<file path="src/rtl/morse_key_timer_if.sv">
// Symbol channel of morse_key_timer: a one-entry valid/ready output register.
interface morse_key_timer_if;
    logic       sym_valid;
    logic       sym_ready;
    logic [1:0] sym_code;

    modport master (output sym_valid, output sym_code, input sym_ready);
    modport slave  (input sym_valid, input sym_code, output sym_ready);
endinterface

</file>
<file path="src/rtl/morse_key_timer.sv">
// Morse key timer: synchronise and debounce key_in, time presses/gaps in ticks, emit symbols.
// Optional stuck-key detection is enabled by defining MORSE_STUCK_DET_EN.
module morse_key_timer #(
    parameter int unsigned CNT_W            = 24,
    parameter int unsigned DEBOUNCE_TICKS   = 100000,
    parameter int unsigned DOT_MAX_TICKS    = 2000000,
    parameter int unsigned LETTER_GAP_TICKS = 3000000,
    parameter int unsigned WORD_GAP_TICKS   = 7000000
`ifdef MORSE_STUCK_DET_EN
    ,
    parameter int unsigned STUCK_TICKS      = 16000000
`endif
) (
    input  logic              clk_100Mhz,
    input  logic              reset_n,
    input  logic              tick_10Mhz,
    input  logic              key_in,
    morse_key_timer_if.master sym,
    output logic              key_db,
    output logic              overflow,
    output logic              stuck_err
);

    typedef enum logic [1:0] {S_IDLE, S_PRESS, S_SPACE} state_t;
    typedef enum logic [1:0] {
        SYM_DOT    = 2'b00,
        SYM_DASH   = 2'b01,
        SYM_LETTER = 2'b10,
        SYM_WORD   = 2'b11
    } sym_t;

    localparam logic [CNT_W-1:0] L_DEBOUNCE = CNT_W'(DEBOUNCE_TICKS);
    localparam logic [CNT_W-1:0] L_DOT_MAX  = CNT_W'(DOT_MAX_TICKS);
    localparam logic [CNT_W-1:0] L_LETTER   = CNT_W'(LETTER_GAP_TICKS);
    localparam logic [CNT_W-1:0] L_WORD     = CNT_W'(WORD_GAP_TICKS);

    logic             r_sync1;
    logic             r_sync2;
    logic             r_key_db;
    logic             r_db_d;
    logic             r_tick_d;
    logic [CNT_W-1:0] r_db_cnt;
    logic [CNT_W-1:0] w_db_inc;

    state_t           r_state;
    state_t           w_next;
    logic [CNT_W-1:0] r_dur;
    logic             r_valid;
    sym_t             r_code;
    logic             r_ovf;
    logic             w_emit;
    sym_t             w_code;
    logic             w_rise;
    logic             w_fall;

    assign w_db_inc = r_db_cnt + 1'b1;
    assign w_rise   = r_key_db & ~r_db_d;
    assign w_fall   = ~r_key_db & r_db_d;

    always_ff @(posedge clk_100Mhz or negedge reset_n) begin
        if (!reset_n) begin
            r_sync1  <= 1'b0;
            r_sync2  <= 1'b0;
            r_key_db <= 1'b0;
            r_db_d   <= 1'b0;
            r_tick_d <= 1'b0;
            r_db_cnt <= '0;
        end else begin
            r_sync1  <= key_in;
            r_sync2  <= r_sync1;
            r_db_d   <= r_key_db;
            r_tick_d <= tick_10Mhz;
            if (r_sync2 == r_key_db) begin
                r_db_cnt <= '0;
            end else if (tick_10Mhz) begin
                if (w_db_inc == L_DEBOUNCE) begin
                    r_key_db <= ~r_key_db;
                    r_db_cnt <= '0;
                end else begin
                    r_db_cnt <= w_db_inc;
                end
            end
        end
    end

`ifdef MORSE_STUCK_DET_EN
    localparam logic [CNT_W-1:0] L_STUCK = CNT_W'(STUCK_TICKS);
    logic r_stuck;
`endif

    always_comb begin
        w_emit = 1'b0;
        w_code = SYM_DOT;
        w_next = r_state;
        unique case (r_state)
            S_IDLE: begin
                if (w_rise) w_next = S_PRESS;
            end
            S_PRESS: begin
                if (w_fall) begin
                    w_emit = 1'b1;
                    w_code = (r_dur < L_DOT_MAX) ? SYM_DOT : SYM_DASH;
                    w_next = S_SPACE;
`ifdef MORSE_STUCK_DET_EN
                    if (r_stuck) begin
                        w_emit = 1'b0;
                        w_next = S_IDLE;
                    end
`endif
                end
            end
            S_SPACE: begin
                // r_tick_d marks the cycle right after the count stepped, so each threshold fires once
                if (r_tick_d && r_dur == L_WORD) begin
                    w_emit = 1'b1;
                    w_code = SYM_WORD;
                    w_next = S_IDLE;
                end else if (r_tick_d && r_dur == L_LETTER) begin
                    w_emit = 1'b1;
                    w_code = SYM_LETTER;
                end
                if (w_rise) w_next = S_PRESS;
            end
            default: w_next = S_IDLE;
        endcase
    end

    always_ff @(posedge clk_100Mhz or negedge reset_n) begin
        if (!reset_n) begin
            r_state <= S_IDLE;
            r_dur   <= '0;
            r_valid <= 1'b0;
            r_code  <= SYM_DOT;
            r_ovf   <= 1'b0;
`ifdef MORSE_STUCK_DET_EN
            r_stuck <= 1'b0;
`endif
        end else begin
            r_state <= w_next;
            if (w_next != r_state) begin
                r_dur <= '0;
            end else if (tick_10Mhz && r_state != S_IDLE && r_dur != '1) begin
                r_dur <= r_dur + 1'b1;
            end

            if (w_emit) begin
                if (!r_valid || sym.sym_ready) begin
                    r_valid <= 1'b1;
                    r_code  <= w_code;
                end else begin
                    r_ovf <= 1'b1;
                end
            end else if (sym.sym_ready) begin
                r_valid <= 1'b0;
            end
`ifdef MORSE_STUCK_DET_EN
            if (w_fall) begin
                r_stuck <= 1'b0;
            end else if (r_state == S_PRESS && r_dur >= L_STUCK) begin
                r_stuck <= 1'b1;
            end
`endif
        end
    end

    assign key_db        = r_key_db;
    assign overflow      = r_ovf;
    assign sym.sym_valid = r_valid;
    assign sym.sym_code  = r_code;
`ifdef MORSE_STUCK_DET_EN
    assign stuck_err     = r_stuck;
`else
    assign stuck_err     = 1'b0;
`endif

endmodule

</file>
<file path="src/flat_wrapper.sv">
// flat-port wrapper written by rule: the top's interface ports become plain ports
module morse_key_timer_flat 
#(
    parameter int unsigned CNT_W            = 24,
    parameter int unsigned DEBOUNCE_TICKS   = 100000,
    parameter int unsigned DOT_MAX_TICKS    = 2000000,
    parameter int unsigned LETTER_GAP_TICKS = 3000000,
    parameter int unsigned WORD_GAP_TICKS   = 7000000

)
  (clk_100Mhz, reset_n, tick_10Mhz, key_in, key_db, overflow, stuck_err, sym_sym_valid, sym_sym_code, sym_sym_ready);
  morse_key_timer_if sym_i ();
  input  logic clk_100Mhz;
  input  logic reset_n;
  input  logic tick_10Mhz;
  input  logic key_in;
  output logic key_db;
  output logic overflow;
  output logic stuck_err;
  output wire logic [$bits(sym_i.sym_valid)-1:0] sym_sym_valid;
  output wire logic [$bits(sym_i.sym_code)-1:0] sym_sym_code;
  input wire logic [$bits(sym_i.sym_ready)-1:0] sym_sym_ready;
  assign sym_sym_valid = sym_i.sym_valid;
  assign sym_sym_code = sym_i.sym_code;
  assign sym_i.sym_ready = sym_sym_ready;
  morse_key_timer #(.CNT_W(CNT_W), .DEBOUNCE_TICKS(DEBOUNCE_TICKS), .DOT_MAX_TICKS(DOT_MAX_TICKS), .LETTER_GAP_TICKS(LETTER_GAP_TICKS), .WORD_GAP_TICKS(WORD_GAP_TICKS)) u_core (.clk_100Mhz(clk_100Mhz), .reset_n(reset_n), .tick_10Mhz(tick_10Mhz), .key_in(key_in), .sym(sym_i), .key_db(key_db), .overflow(overflow), .stuck_err(stuck_err));
endmodule
</file>
<file path="config.mk">
export PLATFORM = sky130hd
export DESIGN_NAME = morse_key_timer_flat
export DESIGN_NICKNAME = d
export VERILOG_FILES = /design/src/rtl/morse_key_timer_if.sv /design/src/rtl/morse_key_timer.sv /design/src/flat_wrapper.sv
export SDC_FILE = /design/constraint.sdc
export NUM_CORES = 1
export LEC_CHECK = 0
export BUFFER_PORTS_ARGS = -buffer_cell sky130_fd_sc_hd__buf_2
export CORE_UTILIZATION = 60
export CTS_CLUSTER_DIAMETER = 30
export DETAILED_ROUTE_END_ITERATION = 10
export PLACE_DENSITY = 0.81
export SETUP_SLACK_MARGIN = 0.1
export SYNTH_ARGS = -nofsm -noshare
export SYNTH_HDL_FRONTEND = slang
export SYNTH_SLANG_ARGS = --single-unit
</file>
<file path="constraint.sdc">
create_clock -name clk_100Mhz -period 3.65 [get_ports clk_100Mhz]
set_input_delay 0.73 -clock clk_100Mhz [delete_from_list [all_inputs] [get_ports clk_100Mhz]]
set_output_delay 0.73 -clock clk_100Mhz [all_outputs]
set_load 0.02 [all_outputs]
</file>
Word level (Yosys, flattened, before mapping)
Index checks and enable logic that the tools add are counted.

storage, ports and cells
  logic and storage cells = 66
  register bits = 59
  output and inout bits = 6
  bits of input ports = 5

operators by class
  bitwise operators = 6
  mux-type cells = 22
  add/subtract/negate cells = 2
  $lt $le $gt $ge = 1
  equality and inequality tests = 9
  reduce and logical (&&, ||, !) cells = 15

operators with widths
  kind                                                  count
  2-to-1 mux 24 bit                                     5
  adder 24 x 1 -> 24 bit, second input constant         2
  == test 24 x 17 -> 1 bit, second input constant       1
  == test 24 x 22 -> 1 bit, second input constant       1
  == test 24 x 23 -> 1 bit, second input constant       1
  < comparator 24 x 21 -> 1 bit, second input constant  1
  inequality test 24 bit, second input constant         1
  2-to-1 mux 2 bit                                      7
  nonzero test 2 bit                                    4
  2-to-1 mux 1 bit                                      7
  case mux 2 bit (3 select lines)                       1
  AND reduction 2 bit                                   3
  logical AND 1 bit                                     4
  inverter 1 bit                                        4
  case mux 2 bit (2 select lines)                       1
  AND reduction 3 bit                                   1
  AND 1 bit                                             2
  == test 2 x 1 -> 1 bit, second input constant         1
  == test 2 bit, second input constant                  1
  logical NOT 2 bit                                     1
  inequality test 2 bit                                 1
  inequality test 2 bit, second input constant          1
  case mux 1 bit (2 select lines)                       1
  == test 1 bit                                         1
  2 further kinds                                       2

Depth between registers and ports, before layout
Gate-level depths: netlist of run 1.

  word-level depth = 7
  mapped depth = 10
  depth with buffers taken out = 9

Worst setup path after synthesis of run 1
OpenSTA, ideal clock, no wires.

  path kind = reg-to-reg
  start point = reg u_core.r_db_cnt[0]
  end point = reg u_core.r_key_db, in the netlist u_core.key_db
  period minus slack after synthesis = 2.797 ns
  stages on the path, launching flop included = 10
  setup slack = 0.853 ns
  arrival time = 2.670 ns
  library setup time = 0.127 ns
  data required time = 3.523 ns
  path buffers = 1
  path through = dfrtp_1 ha_1 nand4_1 or3_1 o31ai_1 nand4_1 or4_1 buf_2 nor2_2 mux2_1

between the ends
  word-level cells in the longest chain between the ends = 3

RTL lines
  item                           RTL line               RTL
  from (decl)                    morse_key_timer.sv:42  logic [CNT_W-1:0] r_db_cnt;
  from (signal assigned)         morse_key_timer.sv:80  r_db_cnt <= w_db_inc;
  adder 24 x 1 -> 24 bit         morse_key_timer.sv:56  assign w_db_inc = r_db_cnt + 1'b1;
  == test 24 x 17 -> 1 bit       morse_key_timer.sv:76  if (w_db_inc == L_DEBOUNCE) begin
  AND reduction 3 bit (no line)  -
  to (signal assigned)           morse_key_timer.sv:77  r_key_db <= ~r_key_db;
  to (decl)                      morse_key_timer.sv:39  logic r_key_db;

Every way passes these cells.
A chain may end at the register's enable or synchronous reset.

Final worst setup path of run 1
Ends and elaborated chain as after synthesis.

==> run summary, run 1 <==
Clock network
• **clock tree from TritonCTS** built
• **total CTS buffers** 9
• **Sink Count** 59
• **H-tree level count** 3
• **clk buf depth** 2
• **Post-CTS Setup Bufs** 0
• **Reg clk slew, reported paths** 0.07 ns
• **Resized cells post-CTS** 0
• **quantity of hold-fixing buffers added after cts** 0
• **clock latency of the later-clocked register in the worst-skew pair** 0.35 ns
• **root buf cell** clkbuf_8

STA
• **minimum period implied by the final worst setup slack** 3.20 ns
• **Peak Freq** 0.313 GHz
• **endpoints failing hold** 0
• **worst-margin pin slew** 1.11 ns
• **RSZ-0062 raised after global routing** no
• **Max-slew headroom** 26.2%
• **number of max-slew violations in the final report** 0
• **setup_tns** 0 ns
• **setup-violating endpoint count in the final report** 0
• **share of the clock period used by the worst path after layout** 87.5%
• **Layout Skew** 0.0118 ns

Synth
• **register bit total from synthesis** 59
• **post-synth top area share** 39.2%
• **mapped cell area** 3770 sq um
• **number of distinct library cells after synthesis** 57
• **syn nets** 445
• **mean instance size in the synthesized netlist** 8.73 sq um
• **Async SR Flop Fraction** 100%
• **number of flops mapped to enable cells by yosys** 0
• **part of the Yosys area used for sequential elements** 39.2%
• **library cell occupying the most area in the post-synthesis netlist** dfrtp_1
• **synthesized instance count** 432
• **YS warnings** 0
• **top post-synthesis cells by area** dfrtp_1, xor2_1, nor2_1
• **most instantiated flip-flop cell in the synthesis netlist** dfrtp_1

Power
• **static power due to leakage** 1.66 nW
• **Power Density** 335 nW/um^2
• **fraction of power consumed by combinational cells** 2.5%
• **Internal Power** 1.05 mW
• **post-layout total power** 1.35 mW
• **Clk pwr share** 48.3%
• **maximum resistive drop on vdd** 0.200 mV
• **sw frac** 22.4%
• **Net Sw Power** 0.302 mW
• **fraction of power consumed by sequential logic** 49.2%

Floorplan
• **number of placement rows** 28
• **core outline area** 5990 sq um
• **initial standard-cell utilization of the core** 62.9%
• **Top-Level Pins** 11
• **Total Die Area** 6600 sq um
• **Die Ht** 81.3 microns
• **width of the die** 81.3 microns

Critical path
• **Setup Crit Path Kind** reg -> reg
• **sort of element at the end of the critical path** flop
• **beginning of the worst register-to-register path** u_core.r_db_cnt[0]$_DFFE_PN0P_
• **critical path launch point** u_core.r_db_cnt[0]$_DFFE_PN0P_
• **required time of the worst setup path** 3.87 ns
• **maximum fanout along the worst path** 10
• **startpoint kind of the worst setup timing path** flop
• **critical path data arrival time** 3.42 ns

Routing
• **via count of the routed design** 3,172
• **drt first-iter violations** 212
• **post-detailed-route DRC marker count** 0
• **via-per-instance ratio** 6.20
• **remaining antenna violation count** 0
• **wire length on met3** 402 microns
• **final wirelength** 8290 microns
• **Initial DRT Pass Iterations** 5
• **length of routed met2 wiring** 4030 microns
• **WL per Instance** 16.2 microns
• **Met1 Routed Length** 3690 microns
• **Highest Signal Layer** met4

Global route
• **GRT Total Usage** 27.2%
• **total overflow reported by the global router** 0
• **global-route wire length before repair** 13,600 microns
• **number of antenna violations at the first check in global routing** 0
• **vias in the first global route** 2,912
• **maximum number of pins on one net before global-route repair** 51

Finish
• **combined area of the multi-input logic cells** 2140 sq um
• **n_diodes** 0
• **fin nets** 445
• **area growth from synthesis to layout** 6.74%
• **register cell area after layout** 1480 sq um
• **Filler cells** 453
• **ratio of cells with drive above 1 in the final layout** 10.3%
• **final standard cell count with taps included and fillers excluded** 512

Placed design
• **Cell Count Post-Placement** 496
• **Final GP Congestion** 0.954
• **DP Wirelength** 5600 microns
• **Port Buffers** 9

Hold path
• **startpoint of the lowest-slack hold path** u_core.r_sync1$_DFF_PN0_
• **Tightest Hold Check Type** reg -> reg

Outcome
• **run status** completed

Flow run
• **maximum capacitance violations** 0

==> power groups by stage <==
stage          Combinational, mW  Clock [mW]  Sequential (mW)
3_5_place_dp              0.0354           0            0.676
2_1_floorplan             0.0140           0            0.674
5_1_grt                   0.0401       0.690            0.664
4_1_cts                   0.0353       0.660            0.664
3_3_place_gp              0.0345           0            0.675
6_report                  0.0344       0.651            0.664
==> placed cells by master (no fill, tap or decap), types with 11 or more instances in the layout <==
cell type,n
and3_1,14
dfrtp_1,59
nand2_1,37
nand3_1,27
nand4_1,27
nor2_1,51
nor2_2,11
o21ai_0,17
or3_1,11
xnor2_1,18
xor2_1,23
==> worst max-delay path, stage by stage (launching register included) <==
cell and delay, ns:
dfrtp_1 0.50, ha_1 0.31, nand4_1 0.20, or3_1 0.51, o31ai_1 0.28, nand4_1 0.12
or4_1 0.66, nor2_2 0.17, mux2_1 0.32
==> routing by layer <==
metal	GRT usage, %	up-vias
met5	0	-
met4	10.7	0
met3	5.51	15
met2	45.8	86
met1	33.9	1526
li1	-	1545
==> sequential cells by signal, summed over array words and instances (netlist names) <==
name,flops
u_core.sym.sym_code,2
u_core.r_db_d,1
u_core.key_db,1
u_core.r_tick_d,1
u_core.r_sync1,1
u_core.overflow,1
u_core.r_dur,24
u_core.r_state,2
u_core.r_sync2,1
u_core.r_db_cnt,24
u_core.sym.sym_valid,1
==> layout make-up <==
| cell class | count | share of cell area [%] |
|---|---|---|
| Timing Repair Buffer | 13 | 1.87 |
| Sequential cell | 59 | 36.7 |
| Clock buffer | 11 | 3.26 |
| Multi-Input combinational cell | 340 | 53.1 |
| Clock inverter | 5 | 1.93 |
| Tap cell | 75 | 2.33 |
| Inverter | 9 | 0.840 |
==> cell usage after synthesis, drive strengths merged (2+ instances only) <==
cell type / n
a211oi: 2
a21o: 2
a21oi: 7
a22oi: 7
a32oi: 2
and2: 3
and3: 14
and4: 4
buf: 10
clkbuf: 14
dfrtp: 59
ha: 8
inv: 9
mux2: 2
mux2i: 2
nand2: 37
nand2b: 5
nand3: 28
nand3b: 3
nand4: 27
nand4b: 3
nor2: 62
nor2b: 6
nor3: 8
nor4: 5
o211ai: 2
o21ai: 18
o311ai: 2
o31ai: 6
or3: 11
or4: 7
xnor2: 18
xor2: 23
==> kinds of logic (layout without fill, tap and decap cells) <==
group | count (synthesis) | in the layout | share of synthesized area, %
AND/OR/NAND/NOR | 228 | 228 | 32.3
flip-flops | 59 | 59 | 39.2
AO/OA/AOI/OAI | 58 | 58 | 10.9
XOR/XNOR | 41 | 41 | 9.53
buffers and inverters | 33 | 38 | 4.18
adder cells (fa/ha/maj) | 8 | 8 | 2.66
multiplexers | 4 | 4 | 1.13
other | 1 | 1 | 0.0995
==> worst paths after layout <==
| path | to | slack (ns) | cells past startpoint |
|---|---|---|---|
| max | u_core.key_db$_DFFE_PN0P_ | 0.45 | 8 |
| min | u_core.r_sync2$_DFF_PN0_ | 0.35 | 0 |
| max reg2reg | u_core.key_db$_DFFE_PN0P_ | 0.45 | 8 |
| min reg2reg | u_core.r_sync2$_DFF_PN0_ | 0.35 | 0 |
| max in group asynchronous | u_core.r_db_cnt[0]$_DFFE_PN0P_ | 2.29 | 2 |
| min in group asynchronous | u_core.r_dur[11]$_DFFE_PN0P_ | 0.59 | 1 |
==> stage by stage <==
step	util (%)	instance area [sq um]	setup slack (ns)	hold WS, ns
after CTS	67.2	4020	0.477	0.353
final	67.2	4020	0.455	0.349
after global routing	67.2	4020	0.313	0.371
after global placement	63.7	3810	0.595	0.337
after detailed placement	63.7	3810	0.501	0.338
after floorplan	-	3770	0.853	0.331
(Power assumes the default switching activity.)
==> run 2: changes to the inputs <==
--- a/config.mk
+++ b/config.mk
@@ -5,7 +5,7 @@
 export SDC_FILE = /design/constraint.sdc
 export NUM_CORES = 1
 export LEC_CHECK = 0
-export BUFFER_PORTS_ARGS = -buffer_cell sky130_fd_sc_hd__buf_2
+export BUFFER_PORTS_ARGS = -buffer_cell sky130_fd_sc_hd__buf_4
 export CORE_UTILIZATION = 60
 export CTS_CLUSTER_DIAMETER = 30
 export DETAILED_ROUTE_END_ITERATION = 10
==> run 2 against run 1 <==
Effect of this change: register-to-register slack lost 0.04 ns; flip-flop and latch count did not move; die area stayed put; wire length is essentially flat.
==> run summary, run 2 (synthesis results as in run 1) <==
Outcome
• **run status** completed, unchanged

STA
• **Max-slew headroom** 52.0%, was 26.2%
• **Layout Skew** 0.00945 ns, was 0.0118 ns
• **Peak Freq** 0.309 GHz, was 0.313 GHz
• **setup_tns** 0 ns, unchanged
• **worst-margin pin slew** 0.721 ns, was 1.11 ns
• **setup-violating endpoint count in the final report** 0, unchanged
• **RSZ-0062 raised after global routing** no, unchanged
• **minimum period implied by the final worst setup slack** 3.23 ns, was 3.20 ns
• **number of max-slew violations in the final report** 0, unchanged
• **worst slack on hold paths** 0.348 ns, was 0.349 ns
• **endpoints failing hold** 0, unchanged
• **share of the clock period used by the worst path after layout** 88.6%, was 87.5%

Routing
• **WL per Instance** 16.2 microns, about the same
• **via-per-instance ratio** 6.40, was 6.20
• **remaining antenna violation count** 0, unchanged
• **via count of the routed design** 3,264, was 3,172
• **post-detailed-route DRC marker count** 0, unchanged
• **drt first-iter violations** 232, was 212
• **final wirelength** 8280 microns, was 8290 microns
• **Initial DRT Pass Iterations** 5, unchanged

Floorplan
• **initial standard-cell utilization of the core** 62.9%, unchanged
• **core outline area** 5990 sq um, unchanged
• **Top-Level Pins** 11, unchanged
• **width of the die** 81.3 microns, unchanged
• **Die Ht** 81.3 microns, unchanged
• **Total Die Area** 6600 sq um, unchanged
• **number of placement rows** 28, unchanged

Power
• **Power Density** 324 nW/um^2, was 335 nW/um^2
• **maximum resistive drop on vdd** 0.276 mV, was 0.200 mV
• **static power due to leakage** 1.66 nW, about the same

Finish
• **n_diodes** 0, unchanged
• **registers with the most flip-flops** u_core.r_db_cnt (24), u_core.r_dur (24), unchanged
• **ratio of cells with drive above 1 in the final layout** 9.89%, was 10.3%
• **leading cell type in the layout, fill and taps excluded** dfrtp_1, unchanged
• **most frequent cells in the layout** dfrtp_1, nor2_1, nand2_1, nand4_1, nand3_1, unchanged
• **core utilization of the finished layout** 67.2%, unchanged
• **area growth from synthesis to layout** 6.74%, unchanged
• **fin nets** 444, was 445
• **Filler cells** 475, was 453

Clock network
• **total CTS buffers** 9, unchanged
• **H-tree level count** 3, unchanged
• **root buf cell** clkbuf_8, unchanged
• **Resized cells post-CTS** 0, unchanged
• **clk buf depth** 2, unchanged
• **clock tree from TritonCTS** built, unchanged
• **clock latency of the later-clocked register in the worst-skew pair** 0.34 ns, was 0.35 ns
• **quantity of hold-fixing buffers added after cts** 0, unchanged
• **Reg clk slew, reported paths** 0.07 ns, about the same
• **Post-CTS Setup Bufs** 0, unchanged
• **Sink Count** 59, unchanged

Critical path
• **Setup Crit Path Kind** reg -> reg, unchanged
• **sort of element at the end of the critical path** flop, unchanged
• **required time of the worst setup path** 3.87 ns, about the same
• **maximum fanout along the worst path** 10, unchanged
• **r2r worst-path depth** 8, unchanged
• **worst setup slack for register-to-register paths** 0.42 ns, was 0.45 ns
• **startpoint kind of the worst setup timing path** flop, unchanged
• **worst reg2reg path endpoint** u_core.key_db$_DFFE_PN0P_, unchanged
• **beginning of the worst register-to-register path** u_core.r_db_cnt[0]$_DFFE_PN0P_, unchanged
• **critical path data arrival time** 3.46 ns, was 3.42 ns

Hold path
• **capture endpoint of the worst hold path** u_core.r_sync2$_DFF_PN0_, unchanged
• **Tightest Hold Check Type** reg -> reg, unchanged
• **cell depth of the worst min-delay path** 0, unchanged
• **startpoint of the lowest-slack hold path** u_core.r_sync1$_DFF_PN0_, unchanged

Global route
• **maximum number of pins on one net before global-route repair** 60, was 51
• **GRT Total Usage** 27.4%, was 27.2%
• **global-route wire length before repair** 13,800 microns, was 13,600 microns
• **number of antenna violations at the first check in global routing** 0, unchanged
• **total overflow reported by the global router** 0, unchanged
• **vias in the first global route** 2,992, was 2,912

Placed design
• **Port Buffers** 9, unchanged
• **Final GP Congestion** 0.917, was 0.954
• **DP Wirelength** 5610 microns, was 5600 microns

Flow run
• **maximum capacitance violations** 0, unchanged

## run 2: cell count changes in the layout (fill, tap and decap cells not counted), sizes merged
cell / delta
clkbuf: +2
clkinvlp: -1
bufinv: -1
clkinv: -1
buf: -1
## run 2: worst max path at each step
| stage | start | to | slack (ns) | cells past startpoint |
|---|---|---|---|---|
| floorplan | u_core.r_db_cnt[0]$_DFFE_PN0P_ | u_core.key_db$_DFFE_PN0P_ | 0.85 | 9 |
| global placement | u_core.r_db_cnt[0]$_DFFE_PN0P_ | u_core.key_db$_DFFE_PN0P_ | 0.61 | 8 |
| detailed placement | u_core.r_db_cnt[0]$_DFFE_PN0P_ | u_core.key_db$_DFFE_PN0P_ | 0.49 | 8 |
| CTS | u_core.r_db_cnt[0]$_DFFE_PN0P_ | u_core.key_db$_DFFE_PN0P_ | 0.45 | 8 |
| global route | u_core.r_db_cnt[0]$_DFFE_PN0P_ | u_core.key_db$_DFFE_PN0P_ | 0.27 | 8 |
| finish | u_core.r_db_cnt[0]$_DFFE_PN0P_ | u_core.key_db$_DFFE_PN0P_ | 0.42 | 8 |
## run 2: cell type report
class / instances / area [sq um] / area share, %
Multi-Input combinational cell: 340 / 2140 / 53.1
Sequential cell: 59 / 1480 / 36.7
Clock buffer: 13 / 159 / 3.95
Tap cell: 75 / 93.8 / 2.33
Timing Repair Buffer: 12 / 90.1 / 2.24
Clock inverter: 2 / 35.0 / 0.871
Inverter: 9 / 33.8 / 0.840
## run 2: metrics by stage
stage | setup slack, ns | power, mW | area [sq um] | instances
after floorplan | 0.853 | 0.688 | 3770 | 432
final | 0.416 | 1.30 | 4020 | 510
after detailed placement | 0.493 | 0.711 | 3830 | 495
after CTS | 0.449 | 1.31 | 4020 | 510
after global routing | 0.275 | 1.35 | 4020 | 510
after global placement | 0.606 | 0.711 | 3830 | 495
## run 2: power by group
part | switching, mW | total, mW | leakage (nW) | internal (mW)
registers | 0.00575 | 0.664 | 0.809 | 0.658
logic | 0.0261 | 0.0339 | 0.751 | 0.00773
clock network | 0.258 | 0.607 | 0.0995 | 0.348
## run 2: worst max-delay path, stage by stage, from the launching register on
cell and delay [ns]:
dfrtp_1 0.50, ha_1 0.30, nand4_1 0.21, or3_1 0.53
o31ai_1 0.29, nand4_1 0.12, or4_1 0.67, nor2_2 0.17
mux2_1 0.32
## run 2: per-layer routing
| layer | vias up | share of wire [%] | global-route usage (%) |
|---|---|---|---|
| li1 | 1544 | - | - |
| met1 | 1583 | 42 | 33.7 |
| met2 | 121 | 49 | 46.8 |
| met3 | 16 | 6.5 | 4.49 |
| met4 | 0 | 2.2 | 12.5 |
| met5 | - | 0 | 0 |
==> run 3: changes to the inputs <==
--- a/config.mk
+++ b/config.mk
@@ -6,10 +6,12 @@
 export NUM_CORES = 1
 export LEC_CHECK = 0
 export BUFFER_PORTS_ARGS = -buffer_cell sky130_fd_sc_hd__buf_4
-export CORE_UTILIZATION = 60
+export CELL_PAD_IN_SITES_DETAIL_PLACEMENT = 0
+export CELL_PAD_IN_SITES_GLOBAL_PLACEMENT = 1
+export CORE_UTILIZATION = 48
 export CTS_CLUSTER_DIAMETER = 30
 export DETAILED_ROUTE_END_ITERATION = 10
-export PLACE_DENSITY = 0.81
+export PLACE_DENSITY = 0.83
 export SETUP_SLACK_MARGIN = 0.1
 export SYNTH_ARGS = -nofsm -noshare
 export SYNTH_HDL_FRONTEND = slang
==> run 3 against run 2 <==
Effect of this change: flip-flop and latch count stayed put; register-to-register slack gained 0.03 ns; sequential power hardly changed; final cell count rose by 5.3%; sequential share of layout area down 0.20 points; first-iteration DRC count up 2.2%.
==> run summary, run 3 (synthesis results as in run 1) <==
Placed design
• **DP Wirelength** 6090 microns, was 5610 microns
• **Final GP Congestion** 0.866, was 0.917
• **Port Buffers** 9, unchanged
• **Cell Count Post-Placement** 521, was 495

Floorplan
• **Top-Level Pins** 11, unchanged
• **Die Ht** 90.6 microns, was 81.3 microns
• **Total Die Area** 8210 sq um, was 6600 sq um
• **core outline area** 7410 sq um, was 5990 sq um
• **number of placement rows** 31, was 28
• **width of the die** 90.6 microns, was 81.3 microns
• **initial standard-cell utilization of the core** 50.9%, was 62.9%

Global route
• **global-route wire length before repair** 14,900 microns, was 13,800 microns
• **met2 capacity usage during global routing** 34.2%, was 46.8%
• **GR Layer Usage met3** 3.11%, was 4.49%
• **routing layer with the top usage in global route** met2, unchanged
• **total overflow reported by the global router** 0, unchanged
• **vias in the first global route** 2,969, was 2,992
• **number of antenna violations at the first check in global routing** 0, unchanged
• **maximum number of pins on one net before global-route repair** 60, unchanged
• **GRT Total Usage** 22.7%, was 27.4%
• **GR met1 Demand/Resource** 34.0%, was 33.7%

Power
• **maximum resistive drop on vdd** 0.178 mV, was 0.276 mV
• **post-layout total power** 1.23 mW, was 1.30 mW
• **Power Density** 305 nW/um^2, was 324 nW/um^2
• **static power due to leakage** 1.66 nW, about the same

Routing
• **drt first-iter violations** 237, was 232
• **final wirelength** 8690 microns, was 8280 microns
• **post-detailed-route DRC marker count** 0, unchanged
• **WL per Instance** 16.2 microns, about the same
• **via-per-instance ratio** 5.92, was 6.40
• **via count of the routed design** 3,177, was 3,264
• **remaining antenna violation count** 0, unchanged
• **Initial DRT Pass Iterations** 5, unchanged

Finish
• **fin nets** 446, was 444
• **ratio of cells with drive above 1 in the final layout** 10.5%, was 9.89%
• **registers with the most flip-flops** u_core.r_db_cnt (24), u_core.r_dur (24), unchanged
• **Filler cells** 708, was 475
• **most frequent cells in the layout** dfrtp_1, nor2_1, nand2_1, nand4_1, nand3_1, unchanged
• **area growth from synthesis to layout** 7.33%, was 6.74%
• **leading cell type in the layout, fill and taps excluded** dfrtp_1, unchanged
• **n_diodes** 0, unchanged
• **final standard cell count with taps included and fillers excluded** 537, was 510

STA
• **endpoints failing hold** 0, unchanged
• **Max-slew headroom** 50.1%, was 52.0%
• **number of max-slew violations in the final report** 0, unchanged
• **minimum period implied by the final worst setup slack** 3.20 ns, was 3.23 ns
• **RSZ-0062 raised after global routing** no, unchanged
• **worst-margin pin slew** 0.749 ns, was 0.721 ns
• **setup-violating endpoint count in the final report** 0, unchanged
• **Layout Skew** 0.00730 ns, was 0.00945 ns
• **share of the clock period used by the worst path after layout** 87.7%, was 88.6%
• **Peak Freq** 0.312 GHz, was 0.309 GHz
• **setup_tns** 0 ns, unchanged

Critical path
• **gate family responsible for the most delay along the worst path** simple AND/OR/NAND/NOR gates, unchanged
• **worst setup slack for register-to-register paths** 0.45 ns, was 0.42 ns
• **required time of the worst setup path** 3.88 ns, was 3.87 ns
• **critical path data arrival time** 3.43 ns, was 3.46 ns
• **sort of element at the end of the critical path** flop, unchanged
• **count of buffering cells on the critical path with inverters included** 0, unchanged
• **crit path max-delay cell type** or4_1, unchanged
• **cells along the critical path** ha_1 > nand4_1 > or3_1 > o31ai_1 > nand4_1 > or4_1 > nor2_2 > mux2_1, unchanged
• **most used cell along the critical path** nand4_1, unchanged
• **startpoint kind of the worst setup timing path** flop, unchanged
• **maximum fanout along the worst path** 10, unchanged
• **Setup Crit Path Kind** reg -> reg, unchanged
• **highest cell delay on the worst timing path** 0.69 ns, was 0.67 ns

Clock network
• **H-tree level count** 3, unchanged
• **total CTS buffers** 9, unchanged
• **root buf cell** clkbuf_8, unchanged
• **clock latency of the later-clocked register in the worst-skew pair** 0.34 ns, about the same
• **clock tree from TritonCTS** built, unchanged
• **Resized cells post-CTS** 0, unchanged
• **quantity of hold-fixing buffers added after cts** 0, unchanged
• **clk buf depth** 2, unchanged
• **Reg clk slew, reported paths** 0.07 ns, about the same
• **Sink Count** 59, unchanged
• **Post-CTS Setup Bufs** 0, unchanged

Flow run
• **maximum capacitance violations** 0, unchanged

Outcome
• **run status** completed, unchanged

Hold path
• **Tightest Hold Check Type** reg -> reg, unchanged

==> run 3: layout make-up <==
| class | instances | area [sq um] | area share (%) |
|---|---|---|---|
| repair buffers | 14 | 105 | 2.60 |
| clock inverters | 4 | 26.3 | 0.649 |
| well taps | 99 | 124 | 3.06 |
| inverters | 9 | 33.8 | 0.835 |
| multi-input cells | 340 | 2140 | 52.8 |
| clock buffers | 12 | 145 | 3.59 |
| flip-flops and latches | 59 | 1480 | 36.5 |
==> run 3: worst paths after layout <==
check                                                from                              to  cells past startpoint
max in group asynchronous                         reset_n  u_core.r_db_cnt[9]$_DFFE_PN0P_                      1
min in group asynchronous                         reset_n     u_core.r_state[0]$_DFF_PN0_                      1
max reg2reg                u_core.r_db_cnt[0]$_DFFE_PN0P_       u_core.key_db$_DFFE_PN0P_                      8
min                              u_core.r_sync1$_DFF_PN0_        u_core.r_sync2$_DFF_PN0_                      0
min reg2reg                      u_core.r_sync1$_DFF_PN0_        u_core.r_sync2$_DFF_PN0_                      0
max                        u_core.r_db_cnt[0]$_DFFE_PN0P_       u_core.key_db$_DFFE_PN0P_                      8
==> run 3: stage by stage <==
stage	util (%)	cell area [sq um]	setup WS (ns)	hold WS (ns)
6_report	54.6	4050	0.448	0.351
5_1_grt	54.6	4050	0.145	0.384
4_1_cts	54.6	4050	0.456	0.353
3_5_place_dp	52.3	3870	0.474	0.337
3_3_place_gp	52.3	3870	0.548	0.334
2_1_floorplan	-	3770	0.853	0.331
==> run 3: power by group <==
part           leakage [nW]  switching (mW)  internal (mW)
clock network        0.0863           0.271          0.264
logic                 0.760          0.0275        0.00778
registers             0.809         0.00606          0.658
==> run 3: layer usage <==
metal  vias to the layer above  wire length, microns
met5                         -                     0
li1                       1548                     -
met2                        71                  3820
met3                         5                   375
met1                      1553                  4430
met4                         0                    57
